File: src/rtl/serv_pc_seq.sv
// serv_pc_seq: instruction sequencer for the serial PC/control datapath.
// Each instruction walks through FETCH -> WAIT -> RUN. The block drives the
// instruction-bus request and the PC update enable. It also generates the
// bit-position strobes used by the PC datapath while a run is in progress.
// Trap requests are captured only at the instruction boundary (WAIT exit).
// W selects the datapath width: 1 bit or 4 bits per cycle.

module serv_pc_seq #(
  parameter  int W = 1,
  localparam int B = W - 1
) (
  input  logic       clk,
  input  logic       i_rst_n,
  input  logic       i_ibus_ack,
  input  logic       i_exec_ready,
  input  logic       i_trap_req,
  output logic       o_ibus_cyc,
  output logic       o_pc_en,
  output logic [4:0] o_cnt,
  output logic       o_cnt0,
  output logic       o_cnt1,
  output logic       o_cnt2,
  output logic       o_cnt03,
  output logic       o_cnt12to31,
  output logic       o_cnt_done,
  output logic       o_trap
);

  // Bit index advance per RUN cycle, and the index of the final slice.
  localparam logic [4:0] STEP = 5'(W);
  localparam logic [4:0] LAST = 5'(32 - W);
  // Highest offset inside one slice, relative to the slice base.
  localparam logic [4:0] SPAN = 5'(B);

  typedef enum logic [1:0] {
    IDLE  = 2'd0,
    FETCH = 2'd1,
    WAIT  = 2'd2,
    RUN   = 2'd3
  } state_t;

  state_t     state;
  logic [4:0] cnt;
  logic       trap_lat;
  logic       ibus_cyc;
  logic       run_s;

  // True when bit k falls inside the slice whose lowest bit is p.
  // Unsigned subtraction wraps when k < p, so the p <= k guard is required.
  function automatic logic slice_has(input logic [4:0] p, input logic [4:0] k);
    logic [4:0] off;
    off = k - p;
    return (p <= k) && (off <= SPAN);
  endfunction

  // Sequencer state, run counter, trap latch and the registered bus request.
  always_ff @(posedge clk or negedge i_rst_n) begin
    if (!i_rst_n) begin
      state    <= IDLE;
      cnt      <= 5'd0;
      trap_lat <= 1'b0;
      ibus_cyc <= 1'b0;
    end else begin
      case (state)
        IDLE: begin
          // Leave IDLE on the first clock after reset and request a fetch.
          state    <= FETCH;
          cnt      <= 5'd0;
          trap_lat <= 1'b0;
          ibus_cyc <= 1'b1;
        end
        FETCH: begin
          // Ack latency is unbounded. The request stays high until the ack.
          if (i_ibus_ack) begin
            state    <= WAIT;
            ibus_cyc <= 1'b0;
          end else begin
            state    <= FETCH;
            ibus_cyc <= 1'b1;
          end
        end
        WAIT: begin
          // The instruction boundary: the trap request is sampled here only.
          if (i_exec_ready) begin
            state    <= RUN;
            cnt      <= 5'd0;
            trap_lat <= i_trap_req;
          end else begin
            state    <= WAIT;
          end
        end
        RUN: begin
          if (cnt == LAST) begin
            // Last slice: go straight back to fetching the next instruction.
            state    <= FETCH;
            cnt      <= 5'd0;
            trap_lat <= 1'b0;
            ibus_cyc <= 1'b1;
          end else begin
            state    <= RUN;
            cnt      <= cnt + STEP;
          end
        end
        default: begin
          // Unreachable encodings recover to a clean IDLE.
          state    <= IDLE;
          cnt      <= 5'd0;
          trap_lat <= 1'b0;
          ibus_cyc <= 1'b0;
        end
      endcase
    end
  end

  // Output decode: the strobes follow the counter and are forced low outside RUN.
  always_comb begin
    run_s       = (state == RUN);
    o_ibus_cyc  = ibus_cyc;
    o_pc_en     = 1'b0;
    o_cnt       = 5'd0;
    o_cnt0      = 1'b0;
    o_cnt1      = 1'b0;
    o_cnt2      = 1'b0;
    o_cnt03     = 1'b0;
    o_cnt12to31 = 1'b0;
    o_cnt_done  = 1'b0;
    o_trap      = 1'b0;
    if (run_s) begin
      o_pc_en     = 1'b1;
      o_cnt       = cnt;
      o_cnt0      = slice_has(cnt, 5'd0);
      o_cnt1      = slice_has(cnt, 5'd1);
      o_cnt2      = slice_has(cnt, 5'd2);
      o_cnt03     = (cnt < 5'd4);
      o_cnt12to31 = (cnt >= 5'd12);
      o_cnt_done  = (cnt == LAST);
      o_trap      = trap_lat;
    end else begin
      o_pc_en     = 1'b0;
    end
  end

endmodule

File: config.mk
export PLATFORM = sky130hd
export DESIGN_NAME = serv_pc_seq
export DESIGN_NICKNAME = d
export VERILOG_FILES = /design/src/rtl/serv_pc_seq.sv
export SDC_FILE = /design/constraint.sdc
export NUM_CORES = 1
export LEC_CHECK = 0
export ABC_AREA = 0
export CORE_UTILIZATION = 53
export CTS_BUF_LIST = sky130_fd_sc_hd__clkbuf_8
export CTS_CLUSTER_DIAMETER = 40
export DETAILED_ROUTE_END_ITERATION = 8
export PLACE_DENSITY = 0.86
export SLEW_MARGIN = 20
export SYNTH_ARGS = -nofsm -noshare
export SYNTH_HDL_FRONTEND = slang
export SYNTH_SLANG_ARGS = --single-unit
File: constraint.sdc
create_clock -name clk -period 5.89 [get_ports clk]
set_clock_uncertainty 0.1 [all_clocks]
set_input_delay 1.4725 -clock clk [delete_from_list [all_inputs] [get_ports clk]]
set_output_delay 1.4725 -clock clk [all_outputs]
set_load 0.005 [all_outputs]
==> metrics.yaml <==
area_growth_pct: 32.7
place_ws_ns: 1.79
tns_ns: 0
hold_viol: 0
synthTopCellsByArea: "dfrtp_1, ha_1, nor2_1, inv_1, a21oi_1"
root_buffer: "clkbuf_8"
die_h_um: 38.6
cts_resized: 0
final_core_util: 0.806
grt_pass1_vias: 625
cts_buffers: 3
core_um2: 1170
synthCells: 83
r2r_cells: 6
clkTransAtPathRegs_ns: 0.05
cp.required_ns: 4.32
rsz0062_at_grt: "false"
crit_family: "buffers and inverters"
fmax_mhz: 232
drive_above_1_share: 0.0882
synth.most_common_cell: "nor2_1"
track_usage: 0.290
power.density_nw_per_um2: 504
synthArstFlopShare: 1.00
holdWs_ns: 0.401
ir_drop_mv: 0.276
cp.arrival_ns: 2.74
antenna_found_initial: 0
drc_errors: 0
min-delay-start: "trap_lat"
placement.io_buffers: 18
ys_types: 28
synth_common_cells: "nor2_1, dfrtp_1, ha_1, inv_1"
outcome: "completed"
maxSlewViolCount: 0
synth_edf_count: 0
firstDrtPassIters: 4
num_rows: 12
max_slew_margin: 0.536
hold_depth: 2
postCtsHoldBufs: 0
slowest_stage: "clkdlybuf4s50_1"
syn_avg_cell_area_um2: 8.56
worst_pin_slew_ns: 0.695
grt-ovfl-total: 0
die_w_um: 38.6
postRouteWirelength_um: 1870
finalCriticalPeriod_ns: 4.32
p_leak_nw: 0.434
vias: 678
worst-setup-path-type: "register to output pin"
cpPeakStageDelay_ns: 0.58
via_per_inst: 5.84
die_area_um2: 1490
ios: 19
crit_buf_inv: 2
fin_area_um2: 943
endpoint_kind: "output pin"
fin_total_pwr_mw: 0.476
htreeDepth: 1
final_cells: 116
setup_viol: 0
setup_slack_ns: 1.57
whs_endpoint: "trap_lat"
synthFlopType: "dfrtp_1"
crit_path_start_kind: "register"
worstReg2RegStart: "cnt[0]"
syn_area_um2: 711
post_cts_buffers: 0
grt_max_degree: 18
crit_top_cell: "ha_1"
grt_pass1_wl_um: 2950
wl_per_cell_um: 16.2
fin_crit_sh: 0.733
crit_chain: "inv_1, ha_1, nand2_1, nor2_1, ha_1, or3b_1, a2111oi_2, clkdlybuf4s50_1"
cts_sinks: 9
synth-warning-count: 0
ys_ff_latch: 9
placed_cell_area_um2: 897
r2r-end: "cnt[0]"
place_inst: 112
place_congestion: 0.785
maxCapViolations: 0
cts_tree: "yes"
yosysTopAreaCellShare: 0.317
synth_top_area_cell: "dfrtp_1"
antenna_left: 0
r2r_slack_ns: 3.76
dpl.hpwl_um: 1330
start_util: 0.607
crit_fanout: 9
diodes: 0
ys_seq_area_frac: 0.317
hold_path.class: "register to register"
syn_nets: 97
nNetsFinal: 117
clock_latency_ns: 0.23
cts_buffer_depth: 2
drt_iter0_drc: 24
## cells in the final DEF, fill, tap and decap left out
master and n:
a2111oi_2 1, nor4bb_1 1, o211ai_1 1, nand3_1 1, or4_4 1, clkinv_2 1, a22o_1 2, nand2b_1 1
a21oi_1 6, or3b_1 1, nor2_1 10, o31ai_1 1, nor4b_1 1, nand4_1 1, or3b_2 1, nor3b_1 2
a21boi_0 1, o21ai_0 6, nand2_2 1, clkbuf_8 3, and3_1 4, a32oi_1 1, nand2_1 5, inv_1 9
dfrtp_1 9, a31oi_1 2, nor4b_2 1, ha_1 9, o2bb2ai_1 1, clkdlybuf4s50_1 18
## worst min-delay path, cell delays in order (launching register included)
cell     delay (ns)
dfrtp_1        0.33
o21ai_0        0.08
o31ai_1        0.06
## layer usage
metal / routed length (µm) / global-route usage / share of wire / vias up
met4: 0 / 0.0517 / 0 / 0
li1: - / - / - / 333
met1: 884 / 0.402 / 0.47 / 329
met3: 61 / 0.0520 / 0.033 / 0
met5: 0 / 0 / 0 / -
met2: 928 / 0.471 / 0.50 / 16
## logic make-up (layout without fill, tap and decap cells)
kind of cell,Yosys count,count (layout),share of synthesized area
flops,9,9,0.317
simple gates,31,31,0.257
compound gates,22,22,0.204
buf+inv,12,31,0.0634
fa+ha+maj,9,9,0.158
## registers in the layout (all words and copies together), names as in the netlist
name        cells
cnt             5
state           2
o_ibus_cyc      1
trap_lat        1
## cell type report
| cell class | count | area, µm² |
|---|---|---|
| clock buffers | 3 | 41.3 |
| clock inverters | 1 | 5.00 |
| fillers | 86 | 228 |
| inverters | 9 | 33.8 |
| multi-input cells | 62 | 440 |
| flip-flops and latches | 9 | 225 |
| well taps | 14 | 17.5 |
| repair buffers | 18 | 180 |
## power breakdown
| group | switching, mW | internal (mW) | total (mW) |
|---|---|---|---|
| Combinational | 0.119 | 0.147 | 0.266 |
| Clock | 0.0282 | 0.0464 | 0.0747 |
| Sequential | 0.0488 | 0.0868 | 0.136 |
| Total | 0.196 | 0.280 | 0.476 |
## how the worst max path moves through the flow
| stage | end | cells after the start | slack, ns | from |
|---|---|---|---|---|
| 2_1_floorplan | o_cnt0 | 7 | 2.57 | cnt[0] |
| 3_3_place_gp | o_cnt0 | 8 | 2.01 | cnt[0] |
| 3_5_place_dp | o_cnt0 | 8 | 1.79 | cnt[0] |
| 4_1_cts | o_cnt0 | 8 | 1.55 | cnt[0] |
| 5_1_grt | o_cnt0 | 8 | 1.41 | cnt[0] |
| 6_report | o_cnt0 | 8 | 1.57 | cnt[0] |
(Power assumes the default switching activity.)
